==> src/rtl/if_prefetch_unit_pkg.sv <==
// Shared types and constants for the instruction-fetch prefetch unit and its queue.
package if_prefetch_unit_pkg;

    typedef enum logic [1:0] {
        S_FETCH = 2'd0,
        S_WAIT  = 2'd1,
        S_DROP  = 2'd2
    } fetch_state_t;

    localparam logic [31:0] DEFAULT_RESET_PC = 32'h0000_0000;
    localparam logic [31:0] NOP_WORD         = 32'h0000_0000;
    localparam logic [31:0] PC_STEP          = 32'd4;

    typedef struct packed {
        logic [31:0] instr;
        logic [31:0] pc4;
    } fetch_entry_t;

    function automatic logic [31:0] wordAlign(input logic [31:0] addr);
        return {addr[31:2], 2'b00};
    endfunction

endpackage

==> src/rtl/if_prefetch_unit_fifo.sv <==
// DEPTH-entry queue of {instr, pc4} pairs; clear wins over push and pop in the same cycle.
module if_prefetch_unit_fifo
    import if_prefetch_unit_pkg::*;
#(
    parameter int DEPTH = 4,
    parameter int CW    = $clog2(DEPTH) + 1
) (
    input  logic          clk,
    input  logic          rst_n,
    input  logic          i_push,
    input  fetch_entry_t  i_data,
    input  logic          i_pop,
    input  logic          i_clear,
    output fetch_entry_t  o_head,
    output logic          o_empty,
    output logic          o_full,
    output logic [CW-1:0] o_count
);
    localparam int AW = $clog2(DEPTH);
    localparam logic [CW-1:0] FULL_CNT = CW'(DEPTH);

    fetch_entry_t  r_mem [DEPTH];
    fetch_entry_t  r_last_head;
    logic [AW-1:0] r_wr_ptr;
    logic [AW-1:0] r_rd_ptr;
    logic [CW-1:0] r_count;
    logic          w_do_push;
    logic          w_do_pop;

    assign o_empty   = (r_count == '0);
    assign o_full    = (r_count == FULL_CNT);
    assign o_count   = r_count;
    assign w_do_pop  = i_pop & ~o_empty & ~i_clear;
    assign w_do_push = i_push & (~o_full | w_do_pop) & ~i_clear;

    always_ff @(posedge clk or negedge rst_n) begin
        if (!rst_n) begin
            r_wr_ptr <= '0;
            r_rd_ptr <= '0;
            r_count  <= '0;
        end else if (i_clear) begin
            r_wr_ptr <= '0;
            r_rd_ptr <= '0;
            r_count  <= '0;
        end else begin
            if (w_do_push) r_wr_ptr <= r_wr_ptr + AW'(1);
            if (w_do_pop)  r_rd_ptr <= r_rd_ptr + AW'(1);
            r_count <= r_count + CW'(w_do_push) - CW'(w_do_pop);
        end
    end

    always_ff @(posedge clk) begin
        if (w_do_push) r_mem[r_wr_ptr] <= i_data;
    end

    // Remembers the most recent head so the outputs hold steady while empty.
    always_ff @(posedge clk or negedge rst_n) begin
        if (!rst_n) begin
            r_last_head <= '{instr: NOP_WORD, pc4: 32'h0};
        end else if (!o_empty) begin
            r_last_head <= r_mem[r_rd_ptr];
        end
    end

    always_comb begin
        o_head = r_last_head;
        if (!o_empty) o_head = r_mem[r_rd_ptr];
    end

endmodule

==> src/rtl/if_prefetch_unit.sv <==
// Instruction-fetch front end: owns the fetch PC, talks req/ack to instruction memory,
// and feeds the IF/ID register from a small prefetch queue.
module if_prefetch_unit
    import if_prefetch_unit_pkg::*;
#(
    parameter int          DEPTH    = 4,
    parameter logic [31:0] RESET_PC = DEFAULT_RESET_PC
) (
    input  logic        clk,
    input  logic        rst,
    output logic        imem_req,
    output logic [31:0] imem_addr,
    input  logic        imem_ack,
    input  logic [31:0] imem_rdata,
    output logic        id_valid,
    output logic [31:0] id_instr,
    output logic [31:0] id_pc4,
    input  logic        id_ready,
    input  logic        redirect,
    input  logic [31:0] redirect_addr
);
    localparam int CW = $clog2(DEPTH) + 1;
    localparam logic [CW-1:0] FULL_CNT = CW'(DEPTH);

    fetch_state_t  r_state;
    fetch_state_t  w_state_next;
    logic [31:0]   r_pc;
    logic [31:0]   w_pc_next;
    logic [31:0]   r_drop_addr;
    logic [31:0]   w_drop_addr_next;
    logic [31:0]   w_redirect_pc;
    logic          w_push;
    logic          w_pop;
    logic          w_empty;
    logic          w_full;
    logic [CW-1:0] w_count;
    logic [CW-1:0] w_count_next;
    fetch_entry_t  w_head;

    assign w_redirect_pc = wordAlign(redirect_addr);
    assign w_pop         = id_valid & id_ready & ~redirect;
    assign w_count_next  = w_count + CW'(w_push) - CW'(w_pop);

    if_prefetch_unit_fifo #(.DEPTH(DEPTH), .CW(CW)) u_fifo (
        .clk     (clk),
        .rst_n   (rst),
        .i_push  (w_push),
        .i_data  ('{instr: imem_rdata, pc4: r_pc + PC_STEP}),
        .i_pop   (w_pop),
        .i_clear (redirect),
        .o_head  (w_head),
        .o_empty (w_empty),
        .o_full  (w_full),
        .o_count (w_count)
    );

    always_ff @(posedge clk or negedge rst) begin
        if (!rst) begin
            r_state     <= S_FETCH;
            r_pc        <= wordAlign(RESET_PC);
            r_drop_addr <= '0;
        end else begin
            r_state     <= w_state_next;
            r_pc        <= w_pc_next;
            r_drop_addr <= w_drop_addr_next;
        end
    end

    // A redirect while a request is still outstanding parks in DROP so the stale word is swallowed.
    always_comb begin
        w_state_next     = r_state;
        w_pc_next        = r_pc;
        w_drop_addr_next = r_drop_addr;
        w_push           = 1'b0;
        case (r_state)
            S_FETCH: begin
                if (redirect)     w_pc_next    = w_redirect_pc;
                else if (!w_full) w_state_next = S_WAIT;
            end
            S_WAIT: begin
                if (redirect) begin
                    w_pc_next = w_redirect_pc;
                    if (imem_ack) begin
                        w_state_next = S_FETCH;
                    end else begin
                        w_drop_addr_next = r_pc;
                        w_state_next     = S_DROP;
                    end
                end else if (imem_ack) begin
                    w_push       = 1'b1;
                    w_pc_next    = r_pc + PC_STEP;
                    w_state_next = (w_count_next < FULL_CNT) ? S_WAIT : S_FETCH;
                end
            end
            S_DROP: begin
                if (redirect) w_pc_next    = w_redirect_pc;
                if (imem_ack) w_state_next = S_FETCH;
            end
            default: w_state_next = S_FETCH;
        endcase
    end

    assign imem_req  = (r_state == S_WAIT) | (r_state == S_DROP);
    assign imem_addr = (r_state == S_DROP) ? r_drop_addr : r_pc;
    assign id_valid  = ~w_empty;
    assign id_instr  = w_head.instr;
    assign id_pc4    = w_head.pc4;

endmodule
==> config.mk <==
export PLATFORM = sky130hd
export DESIGN_NAME = if_prefetch_unit
export DESIGN_NICKNAME = d
export VERILOG_FILES = /design/src/rtl/if_prefetch_unit_pkg.sv /design/src/rtl/if_prefetch_unit_fifo.sv /design/src/rtl/if_prefetch_unit.sv
export SDC_FILE = /design/constraint.sdc
export NUM_CORES = 1
export LEC_CHECK = 0
export ABC_CLOCK_PERIOD_IN_PS = 7900
export BUFFER_PORTS_ARGS = -buffer_cell sky130_fd_sc_hd__clkbuf_2
export CAP_MARGIN = 20
export CORE_MARGIN = 1.5
export CORE_UTILIZATION = 64
export CTS_CLUSTER_DIAMETER = 80
export DETAILED_ROUTE_END_ITERATION = 6
export PLACE_DENSITY_LB_ADDON = 0.15
export SLEW_MARGIN = 0
export SYNTH_ARGS = -nofsm -noshare
export SYNTH_HDL_FRONTEND = slang
export SYNTH_HIERARCHICAL = 1
export SYNTH_SLANG_ARGS = --single-unit
export TNS_END_PERCENT = 20
==> constraint.sdc <==
create_clock -name clk -period 7.9 [get_ports clk]
set_input_delay 1.185 -clock clk [delete_from_list [all_inputs] [get_ports clk]]
set_output_delay 1.185 -clock clk [all_outputs]
set_load 0.005 [all_outputs]
==> impl_summary.log <==
INFO  metric drt-wirelength-per-cell = 21.5 um
INFO  metric comb_power_share = 0.245
INFO  metric rsz0062_at_grt = no
INFO  metric hold-worst-slack = 484 ps
INFO  metric hp-class = reg2reg
INFO  metric r2r_setup_slack = 4170 ps
INFO  metric outcome = finished clean
INFO  metric drt_wirelength = 32400 um
INFO  metric grt_use_met2 = 0.420
INFO  metric power_switching = 1.85 mW
INFO  metric synth_top_cells_by_area = edfxtp_1 47%, dfrtp_1 20%, mux4_2 8.7%
INFO  metric asyncSetResetFlopFracSynth = 0.342
INFO  metric drtIter0Drc = 688
INFO  metric hpwl = 18900 um
INFO  metric critical_path_cell_sequence = buf_4, mux4_2, mux2_2, clkbuf_2
INFO  metric postSynth.topFlopCell = edfxtp_1
INFO  metric setup_tns = 0 ps
INFO  metric num-nets-final = 1225
INFO  metric clock_tree.buffer_depth = 3
INFO  metric fp.coreArea = 25300 um2
INFO  metric synth_warnings = 6
INFO  metric cts_tree = yes
INFO  metric max_freq = 233 MHz
INFO  metric arrival = 3110 ps
INFO  metric layout_commonest_cell = edfxtp_1
INFO  metric static-leakage-power = 6.90 nW
INFO  metric setup-violations-final = 0
INFO  metric numClockSinks = 389
INFO  metric reg2reg_depth = 14
INFO  metric finalHoldViolations = 0
INFO  metric clkSlewWorstSetupHoldPaths = 60 ps
INFO  metric post-place-cells = 1432
INFO  metric grt_pass1_vias = 9161
INFO  metric floorplan.initialDensity = 0.652
INFO  metric internal_power_contribution = 4.52 mW
INFO  metric final.fill_count = 1594
INFO  metric antenna_found_initial = 0
INFO  metric area_of_the_mapped_netlist = 16500 um2
INFO  metric critical_path.slowest_cell = buf_4
INFO  metric worst-slew-pin-transition = 1050 ps
INFO  metric hold_path_depth = 2
INFO  metric drv_slew = 0
INFO  metric routed-via-count = 9033
INFO  metric yosys_register_bits = 389
INFO  metric met3_usage = 0.0340
INFO  metric hold_start = r_drop_addr[2]
INFO  metric die_w = 163 um
INFO  metric number_of_hold_buffers_added_after_cts = 0
INFO  metric peak_supply_drop = 272 uV
INFO  metric crit_type = reg2out
INFO  metric share_seq_of_total_power = 0.462
INFO  metric gpl.final_weighted_congestion = 0.846
INFO  metric p_per_area = 341 nW/um2
INFO  metric port_buffers = 162
INFO  metric seq_area_frac_synth = 0.669
INFO  metric maxCapViolations = 0
INFO  metric die_height = 163 um
INFO  metric core.rowCount = 58
INFO  metric areaGrowthSynthToFinish = 13.5%
INFO  metric cts_setup_buffers = 0
INFO  metric synthDominantCellAreaShare = 0.467
INFO  metric clk_latency = 530 ps
INFO  metric drc = 0
INFO  metric layout_common_cells = 256 x edfxtp_1, 161 x clkbuf_2, 131 x dfrtp_1
INFO  metric multi_input_logic_area = 4980 um2
INFO  metric top_level_ports = 167
INFO  metric antenna_cells = 0
INFO  metric postCtsResizedCells = 0
INFO  metric hold-path-endpoint = r_drop_addr[2]
INFO  metric fin_crit_sh = 0.543
INFO  metric period_minus_slack = 4290 ps
INFO  metric viasPerCell = 6.01
INFO  metric required = 6710 ps
INFO  metric layout.area.seq = 11000 um2
INFO  metric wire_length_of_the_first_global_routing_pass = 50400 um
INFO  metric yosysUniqueCellTypes = 61
INFO  metric cts_made_buffers = 39
INFO  metric finish.cell_count_without_fillers = 1504
INFO  metric clock-skew-final = 14.9 ps
INFO  metric grt_usage = 0.250
INFO  metric r2r-start = u_fifo/o_count[1]
INFO  metric synth-edff-count = 256
INFO  metric crit_fanout = 42
INFO  metric fin_total_pwr = 6.37 mW
INFO  metric final_layout_size_suffix_gt1_frac = 0.374
INFO  metric clk_pwr_share = 0.294
INFO  metric drtPass1Iterations = 5
INFO  metric setup.worst_path.start_class = flop
INFO  metric top_usage_layer = met2
INFO  metric cp_slowest_stage_delay = 760 ps
INFO  metric post_synth_inst_count = 989
INFO  metric root_buffer = clkbuf_16
INFO  metric grt_max_degree = 82
INFO  metric worstReg2RegEnd = u_fifo/o_count[2]
INFO  metric worst_setup_path_end_kind = output pin
INFO  metric cts-htree-levels = 2
INFO  metric avg_synthesized_cell_area = 16.7 um2
INFO  metric slew_headroom = 0.298
INFO  metric power.share.switching = 0.291
INFO  metric synth_largest_area_cell = edfxtp_1
INFO  metric grtUsageMet1 = 0.352
INFO  metric drt.antenna.violating_nets = 0
INFO  metric floorplan.die_area = 26700 um2
INFO  metric globalRouteOverflowTotal = 0
## flip-flops by register name, indices dropped and copies added (netlist names)
register,cells
r_drop_addr,30
u_fifo/r_mem,256
u_fifo/r_last_head,64
u_fifo/o_count,3
r_pc,30
u_fifo/r_wr_ptr,2
r_state,2
u_fifo/r_rd_ptr,2
## power groups by stage
stage	sequential [mW]	clock, mW	combinational (mW)
after global placement	2.94	0	1.51
after floorplan	2.79	0	1.19
final	2.94	1.87	1.56
after detailed placement	2.97	0	1.56
after CTS	2.94	1.91	1.58
after global routing	2.99	1.99	1.72
## worst max path at each step
stage                       start                 end  slack [ps]
6_report       u_fifo/r_rd_ptr[0]          id_pc4[17]        3610
3_5_place_dp             redirect   u_fifo/o_count[2]        3790
4_1_cts        u_fifo/r_rd_ptr[0]           id_pc4[4]        3490
2_1_floorplan            redirect  u_fifo/r_mem[0][0]        3770
3_3_place_gp             redirect   u_fifo/o_count[2]        3860
5_1_grt        u_fifo/r_rd_ptr[0]          id_pc4[11]        3370
## synth_stat cells (all sizes together) (8+ instances only)
cell     count
mux2i       13
buf         38
a21oi       17
o22ai        8
xnor2       25
o211ai      11
nand3       24
or3         11
nor4        10
inv         19
a2bb2oi      8
o21ai       19
dfrtp      133
and2        18
nor2        22
mux2       119
ha          12
nand4       19
nand2       53
clkbuf      31
edfxtp     256
mux4        64
## per-stage QoR
step	setup WS, ps	util	area [um2]
floorplan	3770	-	16500
global placement	3860	0.688	17400
detailed placement	3790	0.688	17400
CTS	3490	0.741	18700
finish	3610	0.741	18700
global route	3370	0.741	18700
## cells by family after synthesis
| logic type | share of synthesized area |
|---|---|
| DFF | 0.669 |
| muxes | 0.177 |
| and+or+nand+nor | 0.0614 |
| buffers and inverters | 0.0325 |
| AOI/OAI and AO/OA | 0.0337 |
| xor gates and xnor gates | 0.0165 |
| adders and majority gates | 0.0103 |
| other | 0.000228 |
## critical path: cells and delay by family, from the launching register on
family / cells / cell delay (ps)
mux: 2 / 910
flops: 1 / 730
buf+inv: 2 / 880
## final cells by class
type                       count  share of cell area
multi-input combinational    521               0.266
clock buffer                  53              0.0577
timing repair buffer         173              0.0481
clock inverter                19              0.0128
tap                          330              0.0221
inverter                      19             0.00381
sequential                   389               0.589
## routing by layer
layer / up-vias / wire (um)
met3: 32 / 1760
met4: 0 / 428
li1: 4085 / -
met2: 303 / 16200
met5: - / 0
met1: 4613 / 14000
Note: power is estimated with default switching activity, not from simulation.
